`config.mk`:
```
export PLATFORM = sky130hd
export DESIGN_NAME = uart_rx
export DESIGN_NICKNAME = d
export VERILOG_FILES = /design/src/rtl/uart_rx.sv
export SDC_FILE = /design/constraint.sdc
export NUM_CORES = 1
export LEC_CHECK = 0
export CORE_ASPECT_RATIO = 0.75
export CORE_MARGIN = 4
export CORE_UTILIZATION = 44
export DETAILED_ROUTE_END_ITERATION = 7
export GPL_TIMING_DRIVEN = 0
export SYNTH_ARGS = -nofsm -noshare
export SYNTH_HDL_FRONTEND = slang
export SYNTH_SLANG_ARGS = --single-unit
```
`constraint.sdc`:
```
create_clock -name clk -period 5.1 [get_ports clk]
set_clock_uncertainty 0.1 [all_clocks]
set_input_delay 1.02 -clock clk [delete_from_list [all_inputs] [get_ports clk]]
set_output_delay 1.02 -clock clk [all_outputs]
set_load 0.1 [all_outputs]
```
`src/rtl/uart_rx.sv`:
```
// uart_rx: 8N1 asynchronous serial receiver, LSB first, mid-bit sampling.
// Owns its bit-period counter; hands bytes over through a valid/ack level
// handshake and reports framing errors and overruns.
module uart_rx #(
    parameter int unsigned CLKS_PER_BIT = 16,
    parameter int unsigned DATA_BITS    = 8
) (
    input  logic                 clk,
    input  logic                 reset_n,
    input  logic                 rx,
    input  logic                 rd_ack,
    output logic [DATA_BITS-1:0] data,
    output logic                 data_valid,
    output logic                 frame_error,
    output logic                 overrun,
    output logic                 busy
);

    localparam int unsigned CNT_W = (CLKS_PER_BIT > 1) ? $clog2(CLKS_PER_BIT) : 1;
    localparam int unsigned BIT_W = (DATA_BITS > 1) ? $clog2(DATA_BITS) : 1;

    localparam logic [CNT_W-1:0] CNT_LAST = CNT_W'(CLKS_PER_BIT - 1);
    localparam logic [CNT_W-1:0] CNT_HALF = CNT_W'(CLKS_PER_BIT / 2 - 1);
    localparam logic [BIT_W-1:0] BIT_LAST = BIT_W'(DATA_BITS - 1);

    typedef enum logic [2:0] {
        S_IDLE,
        S_START,
        S_DATA,
        S_STOP,
        S_BREAK
    } state_t;

    // Synchronizer and current-state registers
    logic                 r_rx_meta;
    logic                 r_rx_s;
    state_t               r_state;
    logic [CNT_W-1:0]     r_cnt;
    logic [BIT_W-1:0]     r_bitn;
    logic [DATA_BITS-1:0] r_shift;
    logic [DATA_BITS-1:0] r_data;
    logic                 r_data_valid;
    logic                 r_frame_error;
    logic                 r_overrun;
    logic                 r_busy;

    // Next-state values from the combinational block
    state_t               w_state_nxt;
    logic [CNT_W-1:0]     w_cnt_nxt;
    logic [BIT_W-1:0]     w_bitn_nxt;
    logic [DATA_BITS-1:0] w_shift_nxt;
    logic [DATA_BITS-1:0] w_data_nxt;
    logic                 w_data_valid_nxt;
    logic                 w_frame_error_nxt;
    logic                 w_overrun_nxt;
    logic                 w_acked;

    assign data        = r_data;
    assign data_valid  = r_data_valid;
    assign frame_error = r_frame_error;
    assign overrun     = r_overrun;
    assign busy        = r_busy;

    // Two-flop synchronizer for the asynchronous line; resets to idle-high
    always_ff @(posedge clk or negedge reset_n) begin
        if (!reset_n) begin
            r_rx_meta <= 1'b1;
            r_rx_s    <= 1'b1;
        end else begin
            r_rx_meta <= rx;
            r_rx_s    <= r_rx_meta;
        end
    end

    // State, counters, shift register and output registers
    always_ff @(posedge clk or negedge reset_n) begin
        if (!reset_n) begin
            r_state       <= S_IDLE;
            r_cnt         <= '0;
            r_bitn        <= '0;
            r_shift       <= '0;
            r_data        <= '0;
            r_data_valid  <= 1'b0;
            r_frame_error <= 1'b0;
            r_overrun     <= 1'b0;
            r_busy        <= 1'b0;
        end else begin
            r_state       <= w_state_nxt;
            r_cnt         <= w_cnt_nxt;
            r_bitn        <= w_bitn_nxt;
            r_shift       <= w_shift_nxt;
            r_data        <= w_data_nxt;
            r_data_valid  <= w_data_valid_nxt;
            r_frame_error <= w_frame_error_nxt;
            r_overrun     <= w_overrun_nxt;
            r_busy        <= (w_state_nxt != S_IDLE);
        end
    end

    // Next-state, bit timing, sampling and handshake logic
    always_comb begin
        w_state_nxt       = r_state;
        w_cnt_nxt         = r_cnt;
        w_bitn_nxt        = r_bitn;
        w_shift_nxt       = r_shift;
        w_data_nxt        = r_data;
        w_data_valid_nxt  = r_data_valid;
        w_frame_error_nxt = 1'b0;
        w_overrun_nxt     = r_overrun;
        w_acked           = rd_ack && r_data_valid;

        // Consumer ack clears the level flags; a completing frame below overrides
        if (w_acked) begin
            w_data_valid_nxt = 1'b0;
            w_overrun_nxt    = 1'b0;
        end

        case (r_state)
            S_IDLE: begin
                if (!r_rx_s) begin
                    w_state_nxt = S_START;
                    w_cnt_nxt   = '0;
                end
            end

            S_START: begin
                // Re-check the line at mid start bit to reject glitches
                if (r_cnt == CNT_HALF) begin
                    w_cnt_nxt = '0;
                    if (!r_rx_s) begin
                        w_state_nxt = S_DATA;
                        w_bitn_nxt  = '0;
                    end else begin
                        w_state_nxt = S_IDLE;
                    end
                end else begin
                    w_cnt_nxt = r_cnt + CNT_W'(1);
                end
            end

            S_DATA: begin
                // Right-shift in LSB first: after the last bit, bit k sits at index k
                if (r_cnt == CNT_LAST) begin
                    w_cnt_nxt   = '0;
                    w_shift_nxt = {r_rx_s, r_shift[DATA_BITS-1:1]};
                    if (r_bitn == BIT_LAST) begin
                        w_state_nxt = S_STOP;
                    end else begin
                        w_bitn_nxt = r_bitn + BIT_W'(1);
                    end
                end else begin
                    w_cnt_nxt = r_cnt + CNT_W'(1);
                end
            end

            S_STOP: begin
                if (r_cnt == CNT_LAST) begin
                    w_cnt_nxt = '0;
                    if (r_rx_s) begin
                        // Good frame: new byte always wins, even against an ack
                        w_data_nxt       = r_shift;
                        w_data_valid_nxt = 1'b1;
                        if (r_data_valid && !rd_ack) begin
                            w_overrun_nxt = 1'b1;
                        end
                        w_state_nxt = S_IDLE;
                    end else begin
                        w_frame_error_nxt = 1'b1;
                        w_state_nxt       = S_BREAK;
                    end
                end else begin
                    w_cnt_nxt = r_cnt + CNT_W'(1);
                end
            end

            S_BREAK: begin
                // A held-low line must return high before a new start is armed
                if (r_rx_s) begin
                    w_state_nxt = S_IDLE;
                    w_cnt_nxt   = '0;
                end
            end

            default: begin
                w_state_nxt = S_IDLE;
                w_cnt_nxt   = '0;
                w_bitn_nxt  = '0;
            end
        endcase
    end

endmodule

```
# Word-level counts from Yosys, hierarchy flattened
# Index checks and enable logic that the tools add are counted.
[op_classes] n_addsub=2 n_eq_ne=13 n_mux=31 bitwise=1 n_reduce_logical=11
[ops] operator="$mux 3" count=11
[ops] operator="$mux 4" count=4
[ops] operator="$pmux 4 s4" count=1
[ops] operator="$pmux 3 s5" count=1
[ops] operator="$mux 1" count=12
[ops] operator="$ne 2x2->1 const B" count=6
[ops] operator="$pmux 3 s3" count=1
[ops] operator="$eq 3x2->1 const B" count=2
[ops] operator="$eq 3x3->1 const B" count=2
[ops] operator="$reduce_and 5->1" count=1
[ops] operator="$add 4x1->4 const B" count=1
[ops] operator="$eq 4x3->1 const B" count=1
[ops] operator="$eq 4x4->1 const B" count=1
[ops] operator="$reduce_and 2->1" count=2
[ops] operator="$add 3x1->3 const B" count=1
[ops] operator="$eq 3x1->1 const B" count=1
[ops] operator="$logic_not 3->1" count=1
[ops] operator="$reduce_and 3->1" count=1
[ops] operator="$reduce_bool 3->1" count=1
[ops] operator="$reduce_or 3->1" count=1
[ops] operator="$logic_and 1x1->1" count=2
[ops] operator="$mux 2" count=1
[ops] operator="$reduce_or 2->1" count=1
[ops] operator="$logic_not 1->1" count=1
[ops] operator="$not 1->1" count=1
[word_totals] reg_bits=32 output_inout_bits=12 elab_cells=69

# Depth between registers and ports, before layout
# Gate-level depths: netlist of the first run.
[depth] word_depth=6 mapped_depth=6

# Least setup slack after synthesis of the first run
# No wires, ideal clock.
[synth_path] path_kind="reg-to-output" startpoint="register r_data_valid, in the netlist data_valid" endpoint="output port data_valid" arrival_time_ns=0.912 path_slack_ns=3.068 path_stages_with_launch=1 n_path_buf=0 path_cell_list="dfrtp_1"
[synth_lines] element="from (decl)" line="42" source="logic r_data_valid;"
[synth_lines] element="from (signal assigned)" line="93" source="r_data_valid <= w_data_valid_nxt;"
[synth_lines] element="to (decl)" line="13" source="output logic data_valid,"
# No word-level cell between the ends.

# Worst setup path in the final report of the first run
[layout_path] startpoint="register r_data_valid, in the netlist data_valid" endpoint="output port data_valid"
# No word-level cell between the ends.

==> metrics.csv, run 1 <==
metric;value;unit
EDFF count, synth;0;
Die X;73.6;µm
via/cell ratio;5.33;
Worst-Skew Late Latency;0.28;ns
die area;4210;µm²
clock net sink count;32;
Worst Tran Pin Value;0.973;ns
CTS buffer count;5;
outcome;finished, final reports clean;
GR Overflow Total;0;
Net Sw Frac;0.341;
Post-Syn Area;1420;µm²
core area;3020;µm²
type of the worst min-delay path;flop to flop;
antenna violations before repair;0;
Post-CTS Setup Bufs;0;
Synthesis Warnings;0;
htree depth;2;
worst relative slew slack;0.350;
Worst path max stage delay;1.14;ns
RSZ-0062 raised after global routing;false;
R2R setup slack;3.12;ns
Worst R2R Start;r_cnt[0];
post-cts hold buffer count;0;
fin crit share;0.567;
I/O pins;16;
vias in the first global route;910;
FF-to-FF End;busy;
number of stages on the worst setup path;1;
via count;943;
Net Sw Power;243;µW
endpoint class of the critical path;output pin;
Antenna Cells;0;
nets;145;
crit-path leading delay family;buffers and inverters;
First DRT Iteration DRCs;43;
area grow syn2layout;19.3;%
kind of critical path;flop to output pin;
crit-path cells;clkdlybuf4s50_1;
routed wire length;2.51;mm
pin count of the biggest net entering global routing;33;
Max Cap Violations;0;
ys async rst share;1.00;
synthesized flop and latch total;32;
fin worst setup slack;2.21;ns
post-DP HPWL;1.75;mm
Clock transition at path regs;0.06;ns
first-pass GRT wire length;4.17;mm
Std-Cell Rows;17;
Top FF cell, synth;dfrtp_1;
Avg WL per Cell;14.2;µm
Total Routing Usage GR;0.131;
# DRC;0;
FF-to-FF path depth;6;
Post-CTS Resized;0;
global placement routability congestion;0.766;
crit path launch;data_valid;
Peak VDD IR;0.199;mV
DP Worst Slack;2.49;ns
CTS tree;yes;
sequential-to-total area share from yosys stat;0.566;
min Tclk post-route;2.89;ns
Buffers on Ports;15;
Lkg Pwr;0.768;nW
share of power burned in registers;0.441;
post-synth cell types;35;
Mapped Avg Cell Area;12.2;µm²
f_max;346;MHz
final setup fails;0;
Initial Util;0.470;
Critical Path AT;1.77;ns
CTS root buffer;clkbuf_8;
Pint;468;µW
Final Slew Violations;0;
Final ANT Viol Nets;0;
worst setup path endpoint;data_valid;
share of post-route cells with drive strength above 1;0.230;
Final Hold Viols;0;
WP buf/inv;1;
PwrDens;420;nW/µm²
Syn Inst Count;116;
total nets after synthesis;123;
setup TNS;0;ns
Gate power share;0.307;
Worst EP required;3.98;ns
clock share of power;0.252;
Pre-antenna DRT Iters;4;
CP max FO;3;
Max Buffers Root-to-Sink;2;
slowest CP cell;clkdlybuf4s50_1;
Die Y;57.2;µm
Critical Path Source Type;flop;
through the flow:
stage	instance area, µm²	util	cells	hold slack (ns)	power [mW]
floorplan	1420	-	116	0.245	0.483
global placement	1620	0.535	169	0.247	0.526
detailed placement	1610	0.534	169	0.253	0.536
CTS	1690	0.560	177	0.260	0.718
global route	1690	0.560	177	0.270	0.755
finish	1690	0.560	177	0.264	0.711
cell families (layout without fill, tap and decap cells):
family                   after synthesis  in the layout  share of synthesized area
flip-flops                            32             32                      0.566
AND/OR/NAND/NOR                       34             34                      0.131
AO/OA/AOI/OAI                         17             17                     0.0785
multiplexers                          19             19                      0.148
adder cells (fa/ha/maj)                3              3                     0.0265
buffers and inverters                  9             32                     0.0379
XOR/XNOR                               2              2                     0.0123
cell usage after synthesis, types with 2 or more instances:
library cell | instances | share of area
a21oi_1 | 4 | 0.014
nor2_1 | 7 | 0.019
or3_1 | 3 | 0.013
o21ai_0 | 5 | 0.018
dfstp_2 | 2 | 0.037
inv_1 | 3 | 0.0079
mux2_2 | 16 | 0.13
nor3_1 | 2 | 0.0071
dfrtp_1 | 30 | 0.53
nand2_1 | 7 | 0.019
nand3_1 | 6 | 0.021
buf_6 | 2 | 0.016
o21a_1 | 2 | 0.011
mux2i_1 | 3 | 0.021
nor2b_1 | 2 | 0.0088
ha_1 | 3 | 0.026
sequential cells by signal, summed over array words and instances (netlist names), named ones only:
register / flops
r_rx_meta: 1
data_valid: 1
r_rx_s: 1
r_cnt: 4
r_bitn: 3
frame_error: 1
busy: 1
data: 8
r_shift: 8
r_state: 3
layout by cell type (no fill, tap or decap), drive strengths merged, types with 2 or more instances in the layout:
master          n
dfrtp          30
mux2           16
clkdlybuf4s50  14
clkbuf          8
nor2            7
nand2           7
nand3           7
buf             6
o21ai           5
a21oi           4
inv             3
or3             3
mux2i           3
ha              3
o21a            2
nor2b           2
nor3            2
dfstp           2
worst min-delay path by stage:
stage	from	to	slack, ns	cells past startpoint
6_report	r_rx_meta	r_rx_s	0.26	0
2_1_floorplan	r_rx_meta	r_rx_s	0.25	0
3_5_place_dp	r_rx_meta	r_rx_s	0.25	0
3_3_place_gp	r_rx_meta	r_rx_s	0.25	0
5_1_grt	r_rx_meta	r_rx_s	0.27	0
4_1_cts	r_rx_meta	r_rx_s	0.26	0
area by class of cell:
type	instances	area (µm²)
Sequential cell	32	803
Tap cell	38	47.5
Buffer	6	42.5
Clock buffer	7	76.3
Timing Repair Buffer	15	145
Clock inverter	1	5.00
Multi-Input combinational cell	75	562
Inverter	3	11.3
Fill cell	255	1330
power groups by stage:
stage          Sequential [mW]  Clock [mW]  Combinational, mW
2_1_floorplan            0.343           0              0.139
3_3_place_gp             0.315           0              0.211
3_5_place_dp             0.317           0              0.219
5_1_grt                  0.316       0.197              0.242
6_report                 0.313       0.179              0.218
4_1_cts                  0.313       0.186              0.220
per-layer routing:
metal	part of all wire	global-route usage	vias up
li1	-	-	454
met1	0.50	0.184	458
met2	0.42	0.173	26
met3	0.063	0.0581	5
met4	0.014	0.0568	0
met5	0	0	-
(Power assumes the default switching activity.)
==> inputs of run 2 (changes only) <==
- PLACE_DENSITY: default -> 0.67
- clock period: 5.1 -> 2.4 ns (I/O delays scaled with it)
==> run 2 against run 1 <==
Hold slack worse by 0.12 ns. Final cell count unchanged. Combinational power up 110%. Critical path type unchanged. Non-clock buffer count unchanged. Clock power rose to 2.8 times the previous value. Cell area up 1.6%. Setup slack worse by 2.2 ns. Total power up 130%.
==> metrics.csv, run 2 (synthesized netlist as in run 1, its figures left out) <==
metric;value;unit;change
Max Buffers Root-to-Sink;2;;unchanged
vias in the first global route;899;;-1.2%
min Tclk post-route;2.35;ns;
Tot Pwr;1.61;mW;+130%
Antenna Cells;0;;unchanged
Worst-Skew Late Latency;0.27;ns;about the same
setup TNS;0;ns;unchanged
die area;4210;µm²;unchanged
fin crit share;0.981;;
slowest CP cell;clkdlybuf4s50_1;;
final setup fails;0;;unchanged
clock net sink count;32;;unchanged
Critical Path Source Type;flop;;
crit-path cells;clkdlybuf4s50_1;;
outcome;finished, final reports clean;;
worst relative slew slack;0.352;;+0.00202
First DRT Iteration DRCs;45;;+4.7%
Final ANT Viol Nets;0;;unchanged
routed wire length;2.35;mm;-6.1%
Final Slew Violations;0;;unchanged
Worst Tran Pin Value;0.970;ns;-0.00301 ns
CTS buffer count;5;;unchanged
post-DP HPWL;1.70;mm;-3.0%
PwrDens;939;nW/µm²;+120%
Avg WL per Cell;13.3;µm;-6.1%
most frequent cells in the layout;dfrtp_1 (30), mux2_2 (16), clkdlybuf4s50_1 (14), nor2_1 (7), nand2_1 (7);;
Clock transition at path regs;0.06;ns;about the same
fin worst setup slack;0.0450;ns;-2.16 ns
CTS root buffer;clkbuf_8;;
DP Worst Slack;0.132;ns;-2.36 ns
Initial Util;0.470;;unchanged
Max Cap Violations;0;;unchanged
pin count of the biggest net entering global routing;33;;unchanged
Peak VDD IR;0.435;mV;+120%
Die Y;57.2;µm;unchanged
WP buf/inv;1;;unchanged
CP max FO;3;;unchanged
f_max;425;MHz;
Pre-antenna DRT Iters;4;;unchanged
Die X;73.6;µm;unchanged
nets;145;;unchanged
share of post-route cells with drive strength above 1;0.237;;+0.00719
CTS tree;yes;;
Std-Cell Rows;17;;unchanged
post-cts hold buffer count;0;;unchanged
kind of critical path;flop to output pin;;
GR Overflow Total;0;;unchanged
crit-path leading delay family;buffers and inverters;;
antenna violations before repair;0;;unchanged
Post-CTS Setup Bufs;0;;unchanged
core area;3020;µm²;unchanged
Core Util, Final;0.569;;+0.00870
Critical Path AT;1.77;ns;about the same
area grow syn2layout;21.2;%;
I/O pins;16;;unchanged
Total Routing Usage GR;0.126;;-0.00490
Worst EP required;1.82;ns;-2.16 ns
first-pass GRT wire length;4.14;mm;-0.65%
Lkg Pwr;0.781;nW;+1.7%
# DRC;0;;unchanged
Worst path max stage delay;1.14;ns;about the same
RSZ-0062 raised after global routing;false;;
global placement routability congestion;0.817;;+6.7%
most common cell after layout, fill and taps aside;dfrtp_1;;
via count;916;;-2.9%
endpoint class of the critical path;output pin;;
Buffers on Ports;15;;unchanged
type of the worst min-delay path;input pin to async pin;;
via/cell ratio;5.18;;-2.9%
Final Hold Viols;0;;unchanged
htree depth;2;;unchanged
Post-CTS Resized;0;;unchanged
[run 2: changes by cell type in the layout (fill, tap and decap cells not counted)]
cell       change
bufinv_16      +1
clkbuf_1       -1
[run 2: worst register-to-register path, delay by kind of cell (launching register included)]
| family | cells | cell delay, ns |
|---|---|---|
| and+or+nand+nor | 3 | 0.70 |
| AOI/OAI and AO/OA | 1 | 0.22 |
| buffers and inverters | 1 | 0.14 |
| DFF | 1 | 0.41 |
| adders and majority gates | 1 | 0.30 |
[run 2: stage by stage]
stage / instance area [µm²] / hold slack [ns] / cells
4_1_cts: 1720 / 0.258 / 177
2_1_floorplan: 1420 / 0.0844 / 116
3_3_place_gp: 1620 / 0.245 / 169
6_report: 1720 / 0.140 / 177
3_5_place_dp: 1620 / 0.248 / 169
5_1_grt: 1720 / 0.210 / 177
[run 2: layout make-up]
class                   count  area (µm²)
clock buffers               6        72.6
multi-input cells          75         562
fillers                   250        1300
inverters                   3        11.3
flip-flops and latches     32         803
well taps                  38        47.5
repair buffers             15         145
clock inverters             2        35.0
plain buffers               6        42.5
[run 2: report_power, final]
| group | leakage [nW] | switching (mW) | internal [mW] | total, mW |
|---|---|---|---|---|
| logic | 0.303 | 0.276 | 0.179 | 0.454 |
| clock network | 0.0552 | 0.188 | 0.308 | 0.495 |
| registers | 0.423 | 0.0520 | 0.613 | 0.665 |
| total | 0.781 | 0.515 | 1.10 | 1.61 |
[run 2: final timing paths]
check,depth (start not counted),startpoint,to,slack (ns)
setup / recovery,1,data_valid,data_valid,0.05
hold / removal,1,reset_n,r_bitn[0],0.14
setup reg to reg,6,r_cnt[0],busy,0.41
hold reg to reg,0,r_rx_meta,r_rx_s,0.26
max in group asynchronous,1,reset_n,r_bitn[2],1.61
min in group clk,0,r_rx_meta,r_rx_s,0.26
[run 2: layer usage]
| layer | global-route usage | part of all wire | up-vias |
|---|---|---|---|
| met5 | 0 | 0 | - |
| met4 | 0.0310 | 0.011 | 0 |
| met3 | 0.0475 | 0.050 | 4 |
| met2 | 0.188 | 0.44 | 17 |
| met1 | 0.174 | 0.50 | 440 |
| li1 | - | - | 455 |
==> inputs of run 3 (changes only) <==
- CORE_ASPECT_RATIO: 0.75 -> 0.7
- CORE_MARGIN: 4 -> 5
- CORE_UTILIZATION: 44 -> 49
- PLACE_DENSITY: 0.67 -> 0.74
==> run 3 against run 2 <==
Hold slack lost 0.0090 ns. Non-clock buffer count stayed put. Sequential power shrank 0.6%. Fmax grew 0.15%. Count of clock-buffer cells in the layout stayed put. Combinational power shrank 1%. Final cell count shrank 1.1%. Cell area about the same. Critical path depth is the same. Critical endpoint is now data[5]. Largest power group unchanged. Highest routed layer unchanged.
==> metrics.csv, run 3 (synthesized netlist as in run 1, its figures left out) <==
metric;value;unit;change
CTS root buffer;clkbuf_8;;
Core Util, Final;0.617;;+0.0482
CTS buffer count;5;;unchanged
Max Cap Violations;0;;unchanged
routed wire length;2.37;mm;+0.85%
Antenna Cells;0;;unchanged
CTS tree;yes;;
setup TNS;0;ns;unchanged
First DRT Iteration DRCs;43;;-4.4%
Final Hold Viols;0;;unchanged
most frequent cells in the layout;dfrtp_1 (30), mux2_2 (16), clkdlybuf4s50_1 (12), nor2_1 (7), nand2_1 (7);;
Final Slew Violations;0;;unchanged
most common cell after layout, fill and taps aside;dfrtp_1;;
Final ANT Viol Nets;0;;unchanged
Critical Path Source Type;flop;;
crit path launch;data[5];;
antenna violations before repair;0;;unchanged
M3 GR Usage;0.0505;;+0.00301
fin worst setup slack;0.0485;ns;+0.00354 ns
Buffers on Ports;15;;unchanged
busiest grt layer;met2;;
post-cts hold buffer count;0;;unchanged
Peak VDD IR;0.649;mV;+49%
Die Y;55.0;µm;-3.8%
Post-CTS Setup Bufs;0;;unchanged
Worst EP required;1.82;ns;about the same
DP Worst Slack;0.155;ns;+0.0222 ns
GR Util met2;0.238;;+0.0501
Hold Slack;0.131;ns;-0.00904 ns
Die X;74.3;µm;+1.0%
WP buf/inv;1;;unchanged
vias in the first global route;954;;+6.1%
Lkg Pwr;0.804;nW;+3.0%
endpoint class of the critical path;output pin;;
I/O pins;16;;unchanged
Std-Cell Rows;16;;-1
PwrDens;935;nW/µm²;-0.45%
area grow syn2layout;21.1;%;about the same
CP max FO;2;;-1
via/cell ratio;5.22;;+0.81%
final setup fails;0;;unchanged
pin count of the biggest net entering global routing;33;;unchanged
Worst Tran Pin Value;0.985;ns;+0.0154 ns
# DRC;0;;unchanged
crit-path cells;clkdlybuf4s50_1;;
fin crit share;0.980;;-0.00147
Tot Pwr;1.61;mW;-0.53%
first-pass GRT wire length;4.34;mm;+4.8%
Pre-antenna DRT Iters;4;;unchanged
htree depth;2;;unchanged
f_max;425;MHz;+0.15%
GR Overflow Total;0;;unchanged
type of the worst min-delay path;input pin to async pin;;
Avg WL per Cell;13.6;µm;+2.0%
min Tclk post-route;2.35;ns;-0.00354 ns
share of post-route cells with drive strength above 1;0.237;;unchanged
Critical Path AT;1.77;ns;about the same
post-DP HPWL;1.70;mm;about the same
kind of critical path;flop to output pin;;
global placement routability congestion;0.728;;-11%
Initial Util;0.510;;+0.0401
RSZ-0062 raised after global routing;false;;
Clock transition at path regs;0.06;ns;about the same
Total Routing Usage GR;0.146;;+0.0199
Worst path max stage delay;1.14;ns;about the same
outcome;finished, final reports clean;;
nets;145;;unchanged
Worst R2R Start;r_cnt[0];;
met1 global-route usage;0.175;;+0.000956
worst relative slew slack;0.341;;-0.0103
core area;2780;µm²;-7.9%
slowest CP cell;clkdlybuf4s50_1;;
die area;4090;µm²;-2.8%
clock net sink count;32;;unchanged
crit-path leading delay family;buffers and inverters;;
Max Buffers Root-to-Sink;2;;unchanged
Worst-Skew Late Latency;0.28;ns;about the same
via count;913;;-0.33%
==> run 3: cell types whose count changed in the layout (fill, tap and decap cells not counted) <==
cell,previous run,this run
dlygate4sd2_1,0,1
clkdlybuf4s50_1,14,12
dlymetal6s2s_1,0,1
==> run 3: stage by stage <==
stage	cell area, µm²	cells
after floorplan	1420	116
after detailed placement	1610	167
after global routing	1720	175
final	1720	175
after CTS	1720	175
after global placement	1610	167
==> run 3: final timing paths <==
check,end,slack [ns],cells past startpoint
max,data[5],0.05,1
min,r_cnt[0],0.13,1
max reg2reg,busy,0.44,6
min reg2reg,r_rx_s,0.26,0
max in group asynchronous,busy,1.63,1
min in group clk,r_rx_s,0.26,0
==> run 3: metal layers <==
layer / vias to the layer above / part of all wire
met5: - / 0
met2: 15 / 0.47
met4: 0 / 0.017
met1: 434 / 0.45
met3: 7 / 0.062
li1: 457 / -
==> run 3: layout make-up <==
class,instances,area (µm²)
fillers,219,1060
flip-flops and latches,32,803
multi-input cells,75,562
repair buffers,15,146
clock buffers,6,72.6
well taps,36,45.0
plain buffers,6,42.5
clock inverters,2,35.0
inverters,3,11.3
==> run 3: timing repair <==
item | CTS | global route
resized for setup | 1 | 1
cloned | 0 | 0
setup endpoints to repair | 1 | 1
==> run 3: where the power goes <==
group          leakage (nW)  internal [mW]  switching (mW)
Clock                0.0552          0.308           0.188
Combinational         0.326          0.178           0.271
Sequential            0.423          0.613          0.0482
